**config.mk**
```make
export PLATFORM = sky130hd
export DESIGN_NAME = seq_match_ctrl_flat
export DESIGN_NICKNAME = d
export VERILOG_FILES = /design/src/rtl/seq_match_ctrl_if.sv /design/src/rtl/seq_match_ctrl.sv /design/src/flat_wrapper.sv
export SDC_FILE = /design/constraint.sdc
export NUM_CORES = 1
export LEC_CHECK = 0
export ABC_AREA = 1
export BUFFER_PORTS_ARGS = -buffer_cell sky130_fd_sc_hd__buf_2
export CAP_MARGIN = 10
export CORE_ASPECT_RATIO = 1.75
export CORE_MARGIN = 3
export CORE_UTILIZATION = 40
export DETAILED_ROUTE_END_ITERATION = 8
export MAX_ROUTING_LAYER = met4
export SETUP_SLACK_MARGIN = 0.3
export SLEW_MARGIN = 15
export SYNTH_ARGS = -nofsm -noshare
export SYNTH_HDL_FRONTEND = slang
export SYNTH_SLANG_ARGS = --single-unit
export TNS_END_PERCENT = 5
```
**constraint.sdc**
```tcl
create_clock -name clk -period 5.8 [get_ports clk]
set_input_delay 0.58 -clock clk [delete_from_list [all_inputs] [get_ports clk]]
set_output_delay 0.58 -clock clk [all_outputs]
set_load 0.02 [all_outputs]
```
**src/rtl/seq_match_ctrl_if.sv**
```systemverilog
// rtl/seq_match_ctrl_if.sv - command, config, serial lane and status bundle for seq_match_ctrl
interface seq_match_ctrl_if #(
    parameter int MAXLEN = 8,
    parameter int CNTW   = 8,
    parameter int WINW   = 16
);
    localparam int LW = $clog2(MAXLEN + 1);

    logic              start;
    logic              abort;
    logic [MAXLEN-1:0] cfg_pattern;
    logic [LW-1:0]     cfg_len;
    logic [CNTW-1:0]   cfg_target;
    logic [WINW-1:0]   cfg_window;
    logic              din;
    logic              din_valid;
    logic              busy;
    logic              match;
    logic [CNTW-1:0]   match_count;
    logic              done;
    logic              timeout;
    logic              cfg_err;

    modport master (
        output start, abort, cfg_pattern, cfg_len, cfg_target, cfg_window, din, din_valid,
        input  busy, match, match_count, done, timeout, cfg_err
    );

    modport slave (
        input  start, abort, cfg_pattern, cfg_len, cfg_target, cfg_window, din, din_valid,
        output busy, match, match_count, done, timeout, cfg_err
    );
endinterface

```
**src/rtl/seq_match_ctrl.sv**
```systemverilog
// rtl/seq_match_ctrl.sv - programmable serial pattern search with overlap, target count and bit window
module seq_match_ctrl #(
    parameter int MAXLEN = 8,
    parameter int CNTW   = 8,
    parameter int WINW   = 16
) (
    input  logic            clk,
    input  logic            resetn,
    seq_match_ctrl_if.slave bus
);
    localparam int LW = $clog2(MAXLEN + 1);

    typedef enum logic [1:0] {S_IDLE, S_SEARCH, S_DONE} state_t;

    state_t            state_q, state_d;
    logic [MAXLEN-1:0] pat_q, pat_d;
    logic [LW-1:0]     len_q, len_d;
    logic [CNTW-1:0]   target_q, target_d;
    logic [WINW-1:0]   window_q, window_d;
    logic [MAXLEN-1:0] hist_q, hist_d;
    logic [WINW-1:0]   bits_q, bits_d;
    logic [CNTW-1:0]   count_q, count_d;
    logic              match_q, match_d;
    logic              timeout_q, timeout_d;
    logic              cfg_err_q, cfg_err_d;

    logic [MAXLEN-1:0] hist_new, len_mask;
    logic [WINW-1:0]   bits_new;
    logic [CNTW-1:0]   cnt_new;
    logic              len_ok, bit_ev, pat_hit, is_match, success, win_exh;

    // Abort suppresses the bit entirely, so a coincident completing bit is never counted.
    assign bit_ev   = (state_q == S_SEARCH) && bus.din_valid && !bus.abort;
    assign hist_new = {hist_q[MAXLEN-2:0], bus.din};
    assign len_mask = {MAXLEN{1'b1}} >> (LW'(MAXLEN) - len_q);
    assign pat_hit  = ((hist_new ^ pat_q) & len_mask) == '0;
    assign bits_new = (bits_q == '1) ? bits_q : bits_q + WINW'(1);
    assign cnt_new  = (count_q == '1) ? count_q : count_q + CNTW'(1);
    assign is_match = bit_ev && (bits_new >= WINW'(len_q)) && pat_hit;
    assign success  = is_match && (cnt_new == target_q);
    assign win_exh  = bit_ev && (window_q != '0) && (bits_new == window_q);
    assign len_ok   = (bus.cfg_len != '0) && (bus.cfg_len <= LW'(MAXLEN));

    always_ff @(posedge clk or negedge resetn) begin
        if (!resetn) begin
            state_q   <= S_IDLE;
            pat_q     <= '0;
            len_q     <= '0;
            target_q  <= '0;
            window_q  <= '0;
            hist_q    <= '0;
            bits_q    <= '0;
            count_q   <= '0;
            match_q   <= 1'b0;
            timeout_q <= 1'b0;
            cfg_err_q <= 1'b0;
        end else begin
            state_q   <= state_d;
            pat_q     <= pat_d;
            len_q     <= len_d;
            target_q  <= target_d;
            window_q  <= window_d;
            hist_q    <= hist_d;
            bits_q    <= bits_d;
            count_q   <= count_d;
            match_q   <= match_d;
            timeout_q <= timeout_d;
            cfg_err_q <= cfg_err_d;
        end
    end

    always_comb begin
        state_d = state_q;
        case (state_q)
            S_IDLE:   if (bus.start) state_d = len_ok ? S_SEARCH : S_DONE;
            S_SEARCH: begin
                if (bus.abort)               state_d = S_IDLE;
                else if (success || win_exh) state_d = S_DONE;
            end
            S_DONE:   state_d = S_IDLE;
            default:  state_d = S_IDLE;
        endcase
    end

    always_comb begin
        pat_d     = pat_q;
        len_d     = len_q;
        target_d  = target_q;
        window_d  = window_q;
        hist_d    = hist_q;
        bits_d    = bits_q;
        count_d   = count_q;
        match_d   = 1'b0;
        timeout_d = timeout_q;
        cfg_err_d = cfg_err_q;
        if (state_q == S_IDLE && bus.start) begin
            count_d   = '0;
            timeout_d = 1'b0;
            cfg_err_d = !len_ok;
            if (len_ok) begin
                pat_d    = bus.cfg_pattern;
                len_d    = bus.cfg_len;
                target_d = (bus.cfg_target == '0) ? CNTW'(1) : bus.cfg_target;
                window_d = bus.cfg_window;
                hist_d   = '0;
                bits_d   = '0;
            end
        end else if (bit_ev) begin
            hist_d = hist_new;
            bits_d = bits_new;
            if (is_match) begin
                match_d = 1'b1;
                count_d = cnt_new;
            end
            if (win_exh && !success) timeout_d = 1'b1;
        end
    end

    assign bus.busy        = (state_q != S_IDLE);
    assign bus.done        = (state_q == S_DONE);
    assign bus.match       = match_q;
    assign bus.match_count = count_q;
    assign bus.timeout     = timeout_q;
    assign bus.cfg_err     = cfg_err_q;
endmodule

```
**src/flat_wrapper.sv**
```systemverilog
// flat-port wrapper written by rule: the top's interface ports become plain ports
module seq_match_ctrl_flat 
#(
    parameter int MAXLEN = 8,
    parameter int CNTW   = 8,
    parameter int WINW   = 16
)
  (clk, resetn, bus_start, bus_abort, bus_cfg_pattern, bus_cfg_len, bus_cfg_target, bus_cfg_window, bus_din, bus_din_valid, bus_busy, bus_match, bus_match_count, bus_done, bus_timeout, bus_cfg_err);
  seq_match_ctrl_if #(.MAXLEN(MAXLEN), .CNTW(CNTW), .WINW(WINW)) bus_i ();
  input  logic clk;
  input  logic resetn;
  input wire logic [$bits(bus_i.start)-1:0] bus_start;
  input wire logic [$bits(bus_i.abort)-1:0] bus_abort;
  input wire logic [$bits(bus_i.cfg_pattern)-1:0] bus_cfg_pattern;
  input wire logic [$bits(bus_i.cfg_len)-1:0] bus_cfg_len;
  input wire logic [$bits(bus_i.cfg_target)-1:0] bus_cfg_target;
  input wire logic [$bits(bus_i.cfg_window)-1:0] bus_cfg_window;
  input wire logic [$bits(bus_i.din)-1:0] bus_din;
  input wire logic [$bits(bus_i.din_valid)-1:0] bus_din_valid;
  output wire logic [$bits(bus_i.busy)-1:0] bus_busy;
  output wire logic [$bits(bus_i.match)-1:0] bus_match;
  output wire logic [$bits(bus_i.match_count)-1:0] bus_match_count;
  output wire logic [$bits(bus_i.done)-1:0] bus_done;
  output wire logic [$bits(bus_i.timeout)-1:0] bus_timeout;
  output wire logic [$bits(bus_i.cfg_err)-1:0] bus_cfg_err;
  assign bus_i.start = bus_start;
  assign bus_i.abort = bus_abort;
  assign bus_i.cfg_pattern = bus_cfg_pattern;
  assign bus_i.cfg_len = bus_cfg_len;
  assign bus_i.cfg_target = bus_cfg_target;
  assign bus_i.cfg_window = bus_cfg_window;
  assign bus_i.din = bus_din;
  assign bus_i.din_valid = bus_din_valid;
  assign bus_busy = bus_i.busy;
  assign bus_match = bus_i.match;
  assign bus_match_count = bus_i.match_count;
  assign bus_done = bus_i.done;
  assign bus_timeout = bus_i.timeout;
  assign bus_cfg_err = bus_i.cfg_err;
  seq_match_ctrl #(.MAXLEN(MAXLEN), .CNTW(CNTW), .WINW(WINW)) u_core (.clk(clk), .resetn(resetn), .bus(bus_i));
endmodule
```
==> results.py, run 1 <==
metrics = {
    "clocking": {
        "cts_num_sinks": 72,
        "clock_tree.buffer_depth": 2,
        "clk_latency_ns": 0.34,
        "cts_post_setup_buffers_inserted": 0,
        "numCtsBuffers": 9,
        "cts_tree": "built",
        "path_clk_slew_ns": 0.06,
        "cts_root_buf": "clkbuf_16",
        "cts_resized": 0,
        "cts_hold_buffers": 0,
        "htreeDepth": 3,
    },
    "synth": {
        "synth_area_per_cell_um2": 7.15,
        "yosys_warnings": 0,
        "synth-seq-area-share_pct": 40.7,
        "synth_area_um2": 4430,
        "yosys_register_bits": 72,
        "synth_cell_type_count": 32,
        "synth_cells": 620,
        "syn_nets": 672,
    },
    "timing": {
        "max_freq_mhz": 332,
        "skew_ns": 0.00622,
        "timing_hold_violations_final": 0,
        "min_period_ns": 3.01,
        "worstMarginPinSlew_ns": 0.958,
        "rsz0062_at_grt": "no",
        "post-route-period-util_pct": 51.9,
        "setup_viol": 0,
        "slew_violations": 0,
        "relSlewSlack_pct": 36.1,
        "fin_setup_tns_ns": 0,
    },
    "final_layout": {
        "multi_input_area_um2": 2260,
        "layout-drive-gt1-share_pct": 16.2,
        "diodes": 0,
        "syn_to_final_growth_pct": 16.7,
        "post-route-util_pct": 48.1,
        "regArea_um2": 1800,
        "final_nets": 727,
        "num-fill-cells": 1096,
    },
    "setup_path": {
        "cp_common_cell": "nand2_1",
        "path_max_fanout": 19,
        "r2r_slack_ns": 2.79,
        "rr_worst_depth": 20,
        "critical_path.max_stage_delay_ns": 0.42,
        "worstSetupEndpoint": "u_core.bus.match_count[5]",
        "r2r_start": "u_core.bits_q[0]",
        "startpoint_type": "register",
        "crit_type": "register to register",
        "critPathCaptureType": "register",
        "crit_required_ns": 6.02,
        "crit_chain": "ha_1 -> inv_1 -> nor2_4 -> nand2_4 -> inv_2 -> nand2_4 -> nand2_1 -> nand2_1 -> inv_1 -> ha_1 -> o21ai_0 -> nand2_1 -> a21oi_1 -> nand4_1 -> nor2_1 -> nand3_2 -> nand2_4 -> inv_2 -> nand2_1 -> o21ai_2",
        "startpoint": "u_core.bits_q[0]",
        "critPathSlowestCell": "dfrtp_1",
        "r2r-end": "u_core.bus.match_count[5]",
        "critPathArrivalTime_ns": 3.24,
    },
    "global_routing": {
        "globalRouteOverflowTotal": 0,
        "grt_antenna_before_repair": 0,
        "grt_max_degree": 73,
        "grt_pass1_wl_mm": 20.7,
        "grt_use_total_pct": 21.6,
        "grt_pass1_vias": 4347,
    },
    "power_and_ir_drop": {
        "power_density_nw_per_um2": 419,
        "ir_drop_mv": 0.239,
        "leakagePower_uw": 0.00267,
    },
    "hold_path": {
        "hold_class": "primary input to async pin",
    },
    "floorplanning": {
        "start_util_pct": 41.2,
        "core_area_um2": 10800,
        "ioPinCount": 55,
        "num_rows": 50,
        "die_h_um": 145,
        "dieWidth_um": 85.6,
        "die_area_um2": 12400,
    },
    "route": {
        "routed_wl_mm": 12.3,
        "drtAntennaViolNets": 0,
        "routedWlPerCell_um": 15.2,
        "drc_errors": 0,
        "drt_iter0_drc": 216,
        "viasPerCell": 5.14,
        "vias": 4166,
        "drt-pass1-iter-count": 5,
    },
    "job": {
        "maxCapViolCount": 0,
    },
    "placed_design": {
        "globalplace.congestion": 0.917,
        "hpwl_mm": 9.41,
        "io_buffer_count": 54,
    },
    "run_status": {
        "status": "finished clean",
    },
}
area by class of cell:
type                            count  share of cell area, %
Clock buffer                       10                   4.43
Clock inverter                      6                   2.22
Inverter                           86                   6.34
Multi-Input combinational cell    451                   43.6
Sequential cell                    72                   34.8
Tap cell                          130                   3.14
Timing Repair Buffer               55                   5.42
sequential cells by signal (all words and copies together), names as in the netlist:
signal / count
u_core.bits_q: 16
u_core.window_q: 16
u_core.bus.match_count: 8
u_core.pat_q: 8
u_core.target_q: 8
u_core.hist_q: 7
u_core.len_q: 4
u_core.state_q: 2
u_core.bus.cfg_err: 1
u_core.bus.match: 1
u_core.bus.timeout: 1
through the flow:
step	worst slack, ns	hold slack (ns)	instance area (um2)	power [uW]	cells
finish	2.79	0.348	5170	2170	810
global route	2.49	0.444	5170	2340	810
CTS	2.79	0.428	5170	2190	810
detailed placement	2.80	0.483	4830	1530	794
global placement	2.88	0.476	4830	1520	794
floorplan	3.22	0.284	4430	1300	620
worst min-delay path by stage:
stage	startpoint	end	slack, ns	depth (start not counted)
final	resetn	u_core.window_q[11]	0.35	1
after global placement	u_core.pat_q[4]	u_core.pat_q[4]	0.48	2
after CTS	resetn	u_core.window_q[10]	0.43	1
after global routing	bus_cfg_pattern[5]	u_core.pat_q[5]	0.44	3
after detailed placement	u_core.pat_q[4]	u_core.pat_q[4]	0.48	2
after floorplan	resetn	u_core.bits_q[0]	0.28	0
Yosys cell counts (all sizes together):
| master | instances | area [um2] |
|---|---|---|
| inv | 85 | 319 |
| a22oi | 1 | 7.51 |
| xor2 | 8 | 70.1 |
| o21ai | 49 | 257 |
| xnor2 | 6 | 52.6 |
| and2 | 1 | 6.26 |
| or2 | 1 | 6.26 |
| nand3b | 1 | 7.51 |
| nand3 | 56 | 310 |
| nand2 | 211 | 840 |
| clkbuf | 9 | 33.8 |
| nor4 | 1 | 6.26 |
| ha | 10 | 125 |
| nand4 | 16 | 100 |
| o211ai | 1 | 7.51 |
| dfrtp | 72 | 1800 |
| o22ai | 20 | 125 |
| clkinv | 1 | 8.76 |
| nor2 | 62 | 294 |
| buf | 2 | 16.3 |
| or4 | 1 | 7.51 |
| a21oi | 6 | 30.0 |
power breakdown:
part / internal [uW] / switching (uW)
Clock: 423 / 223
Combinational: 272 / 487
Sequential: 652 / 112
Total: 1350 / 821
critical path, delay by kind of cell, from the launching register on:
kind                       cells  cell delay [ns]
AOI/OAI and AO/OA              3             0.34
adders and majority gates      2             0.50
buffers and inverters          4             0.34
DFF                            1             0.42
and+or+nand+nor               11             1.29
kinds of logic after synthesis:
group                      synth area share [%]
and+or+nand+nor                            35.6
adders and majority gates                  2.82
xor gates and xnor gates                   2.77
DFF                                        40.7
AOI/OAI and AO/OA                          9.63
buffers and inverters                      8.53
metal layers:
layer / track usage (%) / wire, um / up-vias
met3: 3.92 / 387 / 42
met4: 11.0 / 573 / 0
met2: 37.0 / 6590 / 97
met1: 23.3 / 4730 / 1927
li1: - / - / 2100
met5: - / 0 / -
layout by cell type, fill, tap and decap left out, types with 9 or more instances in the layout:
master / count
ha_1: 10
nand2_1: 200
nand3_1: 50
nand4_1: 16
o22ai_1: 20
nor2_1: 49
dfrtp_1: 72
clkbuf_16: 9
buf_2: 53
o21ai_0: 45
inv_1: 80
(Power assumes the default switching activity.)
==> inputs of run 2 (changes only) <==
==> constraint.sdc (replaced) <==
create_clock -name clk -period 2.6 [get_ports clk]
set_input_delay 0.26 -clock clk [delete_from_list [all_inputs] [get_ports clk]]
set_output_delay 0.26 -clock clk [all_outputs]
set_load 0.02 [all_outputs]
==> run 2 against run 1 <==
  * Highest routed layer unchanged
  * Setup slack lost 2.7 ns
  * Maximum frequency grew 21%
  * Sequential cell count is the same
  * Clock power grew 98%
  * Register-to-register slack lost 2.7 ns
  * Largest cell class unchanged
  * Largest power group is now combinational logic
  * Cell area grew 8.1%
  * Critical path depth shrank 3
  * First-iteration DRC count grew 28%
==> results.py, run 2 (synthesis results as in run 1) <==
metrics = {
    "timing": {
        "max_freq_mhz": 400,
        "holdWs_ns": 0.0281,
        "skew_ns": 0.00607,
        "fin_setup_tns_ns": 0,
        "min_period_ns": 2.50,
        "setup_viol": 0,
        "timing_hold_violations_final": 0,
        "post-route-period-util_pct": 96.1,
        "worstMarginPinSlew_ns": 0.957,
        "relSlewSlack_pct": 36.2,
        "slew_violations": 0,
        "rsz0062_at_grt": "yes",
    },
    "setup_path": {
        "critPathArrivalTime_ns": 2.72,
        "crit_required_ns": 2.82,
        "startpoint_type": "register",
        "critPathCaptureType": "register",
        "crit_type": "register to register",
        "path_max_fanout": 6,
    },
    "route": {
        "viasPerCell": 5.21,
        "drt_iter0_drc": 276,
        "drt-pass1-iter-count": 5,
        "drtAntennaViolNets": 0,
        "routed_wl_mm": 12.9,
        "routedWlPerCell_um": 15.2,
        "vias": 4414,
        "drc_errors": 0,
    },
    "clocking": {
        "cts_num_sinks": 72,
        "numCtsBuffers": 9,
        "cts_root_buf": "clkbuf_16",
        "clk_latency_ns": 0.34,
        "clock_tree.buffer_depth": 2,
        "cts_tree": "built",
        "path_clk_slew_ns": 0.06,
        "htreeDepth": 3,
    },
    "floorplanning": {
        "core_area_um2": 10800,
        "num_rows": 50,
        "dieWidth_um": 85.6,
        "die_area_um2": 12400,
        "ioPinCount": 55,
        "die_h_um": 145,
        "start_util_pct": 41.2,
    },
    "job": {
        "maxCapViolCount": 0,
    },
    "power_and_ir_drop": {
        "power_uw": 4870,
        "leakagePower_uw": 0.00291,
        "ir_drop_mv": 0.462,
        "power_density_nw_per_um2": 871,
    },
    "final_layout": {
        "final_common_cell": "nand2_1",
        "layout-drive-gt1-share_pct": 23.8,
        "diodes": 0,
        "instances_no_fill": 848,
        "stdcell_area_um2": 5590,
        "mostFrequentLayoutCells": "190 x nand2_1, 78 x inv_1, 71 x dfrtp_1",
        "syn_to_final_growth_pct": 26.2,
        "final_nets": 765,
        "largestRegisters": "u_core.bits_q (16), u_core.window_q (16)",
    },
    "placed_design": {
        "hpwl_mm": 9.69,
        "placed_cells_incl_taps": 818,
        "postPlaceCellArea_um2": 5060,
        "globalplace.congestion": 0.977,
        "io_buffer_count": 54,
    },
    "global_routing": {
        "grt_use_total_pct": 22.4,
        "top_usage_layer": "met2",
        "grt_pass1_vias": 4465,
        "grt_max_degree": 73,
        "use_met3_pct": 2.90,
        "grt_antenna_before_repair": 0,
        "globalRouteOverflowTotal": 0,
        "use_met1_pct": 23.7,
        "met2_usage_pct": 38.9,
        "grt_pass1_wl_mm": 21.3,
    },
    "run_status": {
        "status": "finished clean",
    },
    "hold_path": {
        "hold_class": "primary input to async pin",
    },
}
run 2: cell count changes in the layout (fill, tap and decap cells not counted), moves of 3 or more:
cell,delta
buf_4,+35
nand2_1,-10
nand2_2,+7
o22ai_1,-4
ha_1,-3
ha_4,+3
nor2_4,+3
o22ai_2,+3
run 2: area by class of cell:
class,instances,area [um2]
clock inverters,7,78.8
clock buffers,9,225
well taps,130,163
fillers,1075,5170
repair buffers,93,594
multi-input cells,451,2400
flip-flops and latches,72,1800
inverters,86,330
run 2: through the flow:
stage,worst slack [ns],util [%]
2_1_floorplan,0.234,-
3_3_place_gp,0.0996,47.0
3_5_place_dp,0.0377,47.0
4_1_cts,0.127,50.9
5_1_grt,-0.0537,52.0
6_report,0.102,52.0
run 2: per-layer routing:
metal / share of wire [%] / wire length, um / vias to the layer above
li1: - / - / 2176
met3: 2.9 / 369 / 45
met1: 38 / 4860 / 2085
met4: 5.4 / 699 / 0
met2: 54 / 6930 / 108
met5: 0 / 0 / -
run 2: worst paths after layout:
check                                    from                   endpoint  slack (ns)  cells after the start
max in group asynchronous              resetn           u_core.bits_q[0]        1.84                      1
max                          u_core.bits_q[1]  u_core.bus.match_count[7]        0.10                     17
max reg2reg                  u_core.bits_q[1]  u_core.bus.match_count[7]        0.10                     17
min                                    resetn          u_core.bits_q[11]        0.03                      1
min reg2reg                   u_core.pat_q[4]            u_core.pat_q[4]        0.50                      2
min in group clk           bus_cfg_pattern[6]            u_core.pat_q[6]        0.12                      3
run 2: what timing repair did:
item                       in CTS  in global routing
setup buffers                   9                  5
resized for setup               6                 17
pin swaps                      15                 10
setup endpoints to repair      12                 12
hold buffers                    0                  0
hold endpoints to repair        0                  0
run 2: report_power, final:
| part | switching (uW) | leakage [uW] | internal, uW |
|---|---|---|---|
| sequential | 243 | 0.000941 | 1460 |
| clock | 525 | 0.000151 | 755 |
| combinational | 1140 | 0.00182 | 751 |
run 2: worst max-delay path: stages (launching register included):
cell and delay, ns:
dfrtp_1 0.42, buf_4 0.15, buf_4 0.14, nand2_4 0.07
nor2_4 0.04, xnor2_1 0.12, buf_4 0.15, nand2_2 0.07
ha_4 0.24, nand2_1 0.05, inv_1 0.04, a21oi_1 0.12
nand4_1 0.12, nor2_1 0.15, nand3_2 0.11, nand2_4 0.17
buf_4 0.14, o22ai_2 0.06
